$ cat src/rtl/psum_mem_arb.sv
// psum_mem_arb: shares the partial-sum memory read port between the streaming
// accumulator (absolute priority) and a burst drain engine with a credit-
// limited output FIFO. The accumulator write port is a straight pass-through.
module psum_mem_arb #(
  parameter int DATA_WIDTH = 32,
  parameter int ADDR_WIDTH = 32,
  parameter int REG_WIDTH  = 32,
  parameter int MEM_DELAY  = 1,
  parameter int FIFO_DEPTH = 4
) (
  input  logic                  clk,
  input  logic                  rst_n,
  input  logic [ADDR_WIDTH-1:0] acc_radd,
  input  logic                  acc_rden,
  output logic [DATA_WIDTH-1:0] acc_odat,
  output logic                  acc_ovld,
  input  logic [ADDR_WIDTH-1:0] acc_wadd,
  input  logic                  acc_wren,
  input  logic [DATA_WIDTH-1:0] acc_idat,
  output logic [ADDR_WIDTH-1:0] mem_radd,
  output logic                  mem_rden,
  input  logic [DATA_WIDTH-1:0] mem_odat,
  input  logic                  mem_ovld,
  output logic [ADDR_WIDTH-1:0] mem_wadd,
  output logic                  mem_wren,
  output logic [DATA_WIDTH-1:0] mem_idat,
  input  logic                  drn_start,
  input  logic [ADDR_WIDTH-1:0] drn_base,
  input  logic [REG_WIDTH-1:0]  drn_len,
  output logic [DATA_WIDTH-1:0] drn_odat,
  output logic                  drn_ovld,
  input  logic                  drn_ordy,
  output logic                  drn_busy,
  output logic                  drn_done,
  output logic [REG_WIDTH-1:0]  dbg_drn_issue_cnt,
  output logic [REG_WIDTH-1:0]  dbg_drn_stall_cnt
);

  localparam int PW = (FIFO_DEPTH > 1) ? $clog2(FIFO_DEPTH) : 1;
  localparam int CW = PW + 1;

  typedef enum logic [1:0] {IDLE, RUN, FLUSH, DONE} state_t;

  state_t                state;
  logic [ADDR_WIDTH-1:0] drn_addr;
  logic [REG_WIDTH-1:0]  len, issued, stall_cnt;
  logic [MEM_DELAY-1:0]  tag_pipe;
  logic                  tag_out;
  logic [CW-1:0]         inflight, fifo_cnt, fifo_cnt_nxt;
  logic [CW:0]           credit_used;
  logic [PW-1:0]         wr_ptr, rd_ptr;
  logic [DATA_WIDTH-1:0] fifo_mem [FIFO_DEPTH];
  logic                  more, drn_issue, push, pop;

  // Write path is untouched; the drain never writes.
  assign mem_wadd = acc_wadd;
  assign mem_wren = acc_wren;
  assign mem_idat = acc_idat;

  // Issue gating: reads in flight plus words buffered may not exceed the FIFO,
  // so a return always has a slot. Same-cycle pops are deliberately not credited.
  assign more        = issued < len;
  assign credit_used = {1'b0, inflight} + {1'b0, fifo_cnt};
  assign drn_issue   = (state == RUN) & ~acc_rden & more &
                       (credit_used < (CW+1)'(FIFO_DEPTH));

  assign mem_rden = acc_rden | drn_issue;
  assign mem_radd = acc_rden ? acc_radd : drn_addr;

  // Returns tagged 0 belong to the accumulator; tagged 1 go to the drain FIFO.
  assign tag_out  = tag_pipe[MEM_DELAY-1];
  assign acc_ovld = mem_ovld & ~tag_out;
  assign acc_odat = mem_odat;
  assign push     = mem_ovld & tag_out;

  assign drn_ovld     = (fifo_cnt != '0);
  assign drn_odat     = fifo_mem[rd_ptr];
  assign pop          = drn_ovld & drn_ordy;
  assign fifo_cnt_nxt = fifo_cnt + CW'(push) - CW'(pop);

  assign drn_busy          = (state != IDLE);
  assign drn_done          = (state == DONE);
  assign dbg_drn_issue_cnt = issued;
  assign dbg_drn_stall_cnt = stall_cnt;

  // Drain FSM with burst address, length and debug counters.
  always_ff @(posedge clk or negedge rst_n) begin
    if (!rst_n) begin
      state     <= IDLE;
      drn_addr  <= '0;
      len       <= '0;
      issued    <= '0;
      stall_cnt <= '0;
    end else begin
      case (state)
        IDLE: if (drn_start) begin
          len       <= drn_len;
          drn_addr  <= drn_base;
          issued    <= '0;
          stall_cnt <= '0;
          state     <= (drn_len == '0) ? DONE : RUN;
        end
        RUN: begin
          if (drn_issue) begin
            drn_addr <= drn_addr + ADDR_WIDTH'(1);
            issued   <= issued + REG_WIDTH'(1);
          end
          if (acc_rden && more) stall_cnt <= stall_cnt + REG_WIDTH'(1);
          if (!more) state <= FLUSH;
        end
        // Only leave once nothing is in flight and the last word pops now.
        FLUSH: if (inflight == '0 && fifo_cnt_nxt == '0) state <= DONE;
        default: state <= IDLE;
      endcase
    end
  end

  // Return tag pipe, in-flight count and FIFO pointers.
  always_ff @(posedge clk or negedge rst_n) begin
    if (!rst_n) begin
      tag_pipe <= '0;
      inflight <= '0;
      fifo_cnt <= '0;
      wr_ptr   <= '0;
      rd_ptr   <= '0;
    end else begin
      tag_pipe[0] <= drn_issue;
      for (int k = 1; k < MEM_DELAY; k++) tag_pipe[k] <= tag_pipe[k-1];
      inflight <= inflight + CW'(drn_issue) - CW'(tag_out);
      fifo_cnt <= fifo_cnt_nxt;
      if (push) wr_ptr <= wr_ptr + PW'(1);
      if (pop)  rd_ptr <= rd_ptr + PW'(1);
    end
  end

  // FIFO storage needs no reset; occupancy is tracked by fifo_cnt.
  always_ff @(posedge clk) begin
    if (push) fifo_mem[wr_ptr] <= mem_odat;
  end

endmodule

$ cat config.mk
export PLATFORM = sky130hd
export DESIGN_NAME = psum_mem_arb
export DESIGN_NICKNAME = d
export VERILOG_FILES = /design/src/rtl/psum_mem_arb.sv
export SDC_FILE = /design/constraint.sdc
export NUM_CORES = 1
export LEC_CHECK = 0
export BUFFER_PORTS_ARGS = -buffer_cell sky130_fd_sc_hd__buf_2
export CORE_MARGIN = 10
export CORE_UTILIZATION = 53
export CTS_CLUSTER_DIAMETER = 120
export DETAILED_ROUTE_END_ITERATION = 16
export GPL_ROUTABILITY_DRIVEN = 1
export PLACE_DENSITY = 0.9
export SLEW_MARGIN = 25
export SYNTH_ARGS = -nofsm -noshare
export SYNTH_HDL_FRONTEND = slang
export SYNTH_SLANG_ARGS = --single-unit
$ cat constraint.sdc
create_clock -name clk -period 4.3 [get_ports clk]
set_input_delay 0.43 -clock clk [delete_from_list [all_inputs] [get_ports clk]]
set_output_delay 0.43 -clock clk [all_outputs]
set_load 0.01 [all_outputs]
Yosys cells after proc, flatten, opt, wreduce, memory -nomap -nowiden:

Memory sizes are Yosys's and may differ from the RTL's.
Index checks and enable logic that the tools add are counted.

* word-level logic and storage cells: 69
* bits in read-only memories: 0
* latch bits: 0
* bits in registers: 141
* memories: 1
* memory bits (writable): 128
* input bits: 199

Memories
* fifo_mem: words 4, width 32, read ports 1, clocked after memory_dff 0, write ports 1, RTL line 52 `logic [DATA_WIDTH-1:0] fifo_mem [FIFO_DEPTH];`

* reduce and logical (&&, ||, !) cells: 13
* multiplexer cells: 16
* shift operators: 0
* div/mod/pow operators: 0
* $lt $le $gt $ge: 2
* multiply operators: 0
* $add $sub $neg: 10
* bitwise gates (word level): 9
* equal/unequal tests: 8

Operator list (number)
* $mux 32: 6
* $pmux 32 s2: 3
* $add 32x1->32 const B: 3
* $logic_not 32->1: 1
* $lt 32x32->1: 1
* $reduce_and 3->1: 3
* $mux 2: 4
* $ne 2x2->1 const B: 4
* $add 3x1->3: 2
* $and 1x1->1: 6
* $logic_not 3->1: 2
* $pmux 2 s3: 1
* $sub 3x1->3: 2
* $add 2x1->2 const B: 2
* $add 3x3->4: 1
* $eq 2x2->1 const B: 2
* $lt 4x3->1 const B: 1
* $reduce_bool 2->1: 2
* $reduce_bool 3->1: 1
* $eq 2x1->1 const B: 1
* $logic_and 1x1->1: 2
* $logic_not 2->1: 1
* $mux 1: 2
* $ne 2x1->1 const B: 1
* 3 further kinds: 4

Longest topological paths before layout:

* word-level depth: 7
* gate-level depth with buffers: 14

Least setup slack after synthesis:

OpenSTA, ideal clock, no wires.

* path type: register to register
* start: reg fifo_cnt[0]
* end: reg state[1]
* slack: 1.200 ns
* path buffers: 0
* required time: 4.175 ns
* arrival time: 2.975 ns
* clock period less this slack: 3.100 ns
* cell stages (with the launch flop): 14
* cell sequence: dfrtp_1 -> or3_1 -> and2_1 -> ha_1 -> inv_1 -> ha_1 -> inv_1 -> fa_1 -> xnor2_1 -> xnor2_1 -> o31ai_1 -> nand2_1 -> a21oi_1 -> mux2_2

* word-level cells in the longest chain between the ends: 7
* elaborated cells on any way between the ends: 8
* those cells by class: add/sub (2); eq/ne (1); bitwise (1); reduce/logical (4)

RTL lines
* start: declaration: RTL line 49 `logic [CW-1:0] inflight, fifo_cnt, fifo_cnt_nxt;`
* start signal: assignment: RTL line 130 `fifo_cnt <= fifo_cnt_nxt;`
* $reduce_bool 3->1: RTL line 76 `assign drn_ovld = (fifo_cnt != '0);`
* named net drn_ovld: RTL line 31 `output logic drn_ovld,`
* $and 1x1->1: RTL line 78 `assign pop = drn_ovld & drn_ordy;`
* named net pop: RTL line 53 `logic more, drn_issue, push, pop;`
* $sub 3x1->3: RTL line 79 `assign fifo_cnt_nxt = fifo_cnt + CW'(push) - CW'(pop);`
* named net fifo_cnt_nxt[2]: RTL line 49
* $logic_not 3->1: RTL line 112 `FLUSH: if (inflight == '0 && fifo_cnt_nxt == '0) state <= DONE;`
* $logic_and 1x1->1: RTL line 112
* $ne 2x2->1 (no source line)
* $reduce_and 3->1 (no source line)
* end signal: assignment: RTL line 101 `state <= (drn_len == '0) ? DONE : RUN;`
* end: declaration: RTL line 44 `state_t state;`

The timed path passes the listed nets, and every way through them passes these cells.
A chain may end at the register's enable or synchronous reset.

Final worst setup path:

* start: reg issued[5], in the netlist dbg_drn_issue_cnt[5]
* end: out mem_rden

* word-level cells in the longest chain between the ends: 4

RTL lines
* start: declaration: RTL line 46 `logic [REG_WIDTH-1:0] len, issued, stall_cnt;`
* start signal: assignment: RTL line 106 `issued <= issued + REG_WIDTH'(1);`
* $lt 32x32->1: RTL line 62 `assign more = issued < len;`
* $and 1x1->1 (2 in series): RTL line 64 `assign drn_issue = (state == RUN) & ~acc_rden & more &`
* $or 1x1->1: RTL line 67 `assign mem_rden = acc_rden | drn_issue;`
* end: declaration: RTL line 21 `output logic mem_rden,`

Every way passes these cells.

==> qor.csv <==
metric;value;unit
synth_ff_type;dfrtp_1;
cp-end-kind;primary output;
dp_hpwl;30.28;mm
drt-initial-drc-count;1175;
max-vdd-ir-drop;0.2666;mV
rsz0062_at_grt;no;
ctsHtreeMaxLevel;1;
grt_overflow_total;0;
antenna_found_initial;10;
seq_power_share;48.0;%
fin_crit_sh;88.15;%
clkTransAtPathRegs;0.07;ns
initial_utilization;53.95;%
fp.coreArea;0.02703;mm2
slew_violations;0;
r2r-end;inflight[2];
cts_sinks;269;
path_class;flop to primary output;
cts_buffers;29;
slew_headroom;36.50;%
final_common_cell;buf_2;
final_cells;1841;
wire_per_inst;23.62;um
portBuffers;298;
violations;hold timing;
post-route-util;61.96;%
pin_count;429;
totalPowerFinal;0.005627;W
reg2reg_from;dbg_drn_issue_cnt[5];
syn_nets;1528;
viasPerCell;6.280;
finalSetupViolations;0;
synth_edf_count;128;
netlist_area;0.01458;mm2
power.density;336.0;mW/mm2
layout_common_cells;buf_2 (297), dfrtp_1 (140), edfxtp_1 (128);
synth_top_cell_area_share;26.36;%
met2_usage;40.01;%
combPwrFrac;3.8;%
holdBufCountCts;0;
fin_crit;3.790;ns
status;complete, but fails checks;
cp-start-kind;flop;
rrSetupSlack;0.80;ns
synth_seq_cells;269;
grt.met1_usage;29.50;%
min_path_type;input pin to asynchronous set/reset pin;
grt_max_degree;94;
sw_frac_of_total;21.04;%
ys_seq_area_share;50.56;%
placed_cells;1779;
dieArea;0.03455;mm2
routed_wl;43.49;mm
maxCapViolCount;0;
critPathArrivalTime;3.36;ns
crit_fanout;12;
r2r_cells;12;
vias;11560;
cts_root_buf;clkbuf_16;
post_cts_buffers;0;
syn_area_per_cell;11.39;um2
power.share.clock;48.2;%
area_growth;14.84;%
ys.warnings.count;0;
finalHoldViolCount;26;
synth_top_area_cell;edfxtp_1;
synthTopCellsByArea;edfxtp_1 (26%), dfrtp_1 (24%), buf_4 (5.1%), mux4_2 (4.9%), mux2_2 (4.8%);
async_reset_ff_share;52.42;%
required;3.87;ns
fin_tns_setup;0;ns
grt-busiest-layer;met2;
power.net_switching;0.001184;W
gp_congestion;0.8752;
fp.dieW;185.9;um
rows;60;
max_freq;263.8;MHz
whs;-0.03566;ns
clk_latency;0.55;ns
worst_pin_slew;0.9502;ns
antenna_left;0;
drt-pass1-iter-count;8;
die_h;185.9;um
grt_first_pass_wirelength;65.95;mm
post_cts_resized;0;
finalClockSkew;0.01150;ns
p_int;0.004443;W
use_met3;7.857;%
layout-drive-gt1-share;32.19;%
fin_nets;1717;
grtUsageTotal;24.41;%
route.detailed.drc;0;
cts_tree;yes;
synth_cells;1280;
grt_pass1_vias;11460;
p_leak;7.245;nW
synth.distinct_cells;74;
cts_buffer_depth;3;
==> worst max path at each step <==
stage / cells after the start / slack (ns) / from / to
6_report: 10 / 0.51 / dbg_drn_issue_cnt[5] / mem_rden
3_3_place_gp: 10 / 1.00 / dbg_drn_issue_cnt[30] / dbg_drn_issue_cnt[4]
3_5_place_dp: 10 / 0.86 / dbg_drn_issue_cnt[17] / dbg_drn_issue_cnt[26]
5_1_grt: 10 / 0.41 / dbg_drn_issue_cnt[5] / mem_rden
4_1_cts: 10 / 0.52 / dbg_drn_issue_cnt[5] / mem_rden
2_1_floorplan: 13 / 1.20 / fifo_cnt[0] / state[1]
==> cell families after synthesis <==
family                     Yosys count  synth area share (%)
DFF                                269                 50.56
muxes                              102                 10.28
buffers and inverters              220                 8.443
xor gates and xnor gates            32                 1.922
adders and majority gates           49                 4.308
and+or+nand+nor                    386                 14.18
AOI/OAI and AO/OA                  222                 10.31
==> cell type report <==
class | count | area, um2
Antenna cell | 9 | 22.52
Clock buffer | 34 | 744.5
Clock inverter | 19 | 282.8
Fill cell | 2101 | 10280
Inverter | 55 | 206.4
Multi-Input combinational cell | 791 | 6005
Sequential cell | 269 | 7373
Tap cell | 341 | 426.7
Timing Repair Buffer | 323 | 1685
==> worst max-delay path, cell delays in order (launching register included) <==
cell	delay, ns
dfrtp_1	0.51
ha_1	0.39
nand2_1	0.08
nor3_1	0.19
a21oi_1	0.10
o31ai_2	0.63
a21oi_4	0.24
and2_1	0.25
nand2_1	0.15
nand2b_1	0.10
buf_2	0.15
==> sequential cells by signal, summed over array words and instances (netlist names) <==
register and cells:
rd_ptr 2, tag_out 1, dbg_drn_stall_cnt 32, inflight 3, fifo_cnt 3, dbg_drn_issue_cnt 32
wr_ptr 2, len 32, drn_addr 32, state 2, fifo_mem 128
==> stage by stage <==
step	instance area [um2]	hold slack, ns	worst slack (ns)
floorplan	14580	0.1344	1.200
global placement	15700	0.4835	1.001
detailed placement	15700	0.4927	0.8579
CTS	16720	0.01280	0.5151
global route	16740	0.03864	0.4055
finish	16750	-0.03566	0.5095
==> Yosys cell counts, types with 5 or more instances <==
cell      count
nor2_1       36
nand3_1      67
clkbuf_1     38
or4_1        10
o211ai_1     18
and2_1       17
nor4_1       17
ha_1         47
o311ai_0      7
and4_1        5
a32oi_1       7
xnor2_1       9
o21ai_0      44
mux2_2       62
o22ai_1      10
a21oi_1      45
inv_1        55
nand4_1      40
edfxtp_1    128
nand2_1     105
nor3_1       11
a31oi_1      11
o21ai_1       8
buf_1        11
dfrtp_1     141
mux4_2       32
and3_1       44
mux2i_1       8
buf_2        14
or3_1         9
buf_4        99
a211oi_1     17
xor2_1       23
o31ai_1      14
==> power groups by stage <==
stage / clock network [W] / registers (W) / logic [W]
global placement: 0 / 0.00275 / 0.000206
floorplan: 0 / 0.00275 / 0.000136
CTS: 0.00275 / 0.00270 / 0.000218
global route: 0.00286 / 0.00270 / 0.000233
detailed placement: 0 / 0.00275 / 0.000215
finish: 0.00271 / 0.00270 / 0.000214
==> per-layer routing <==
metal | share of wire, % | wire [um] | vias up
li1 | - | - | 5103
met1 | 37 | 16020 | 5672
met2 | 48 | 20930 | 673
met3 | 12 | 5063 | 110
met4 | 3.3 | 1442 | 4
met5 | 0.064 | 28 | -
Power figures use the tool's default switching activity.
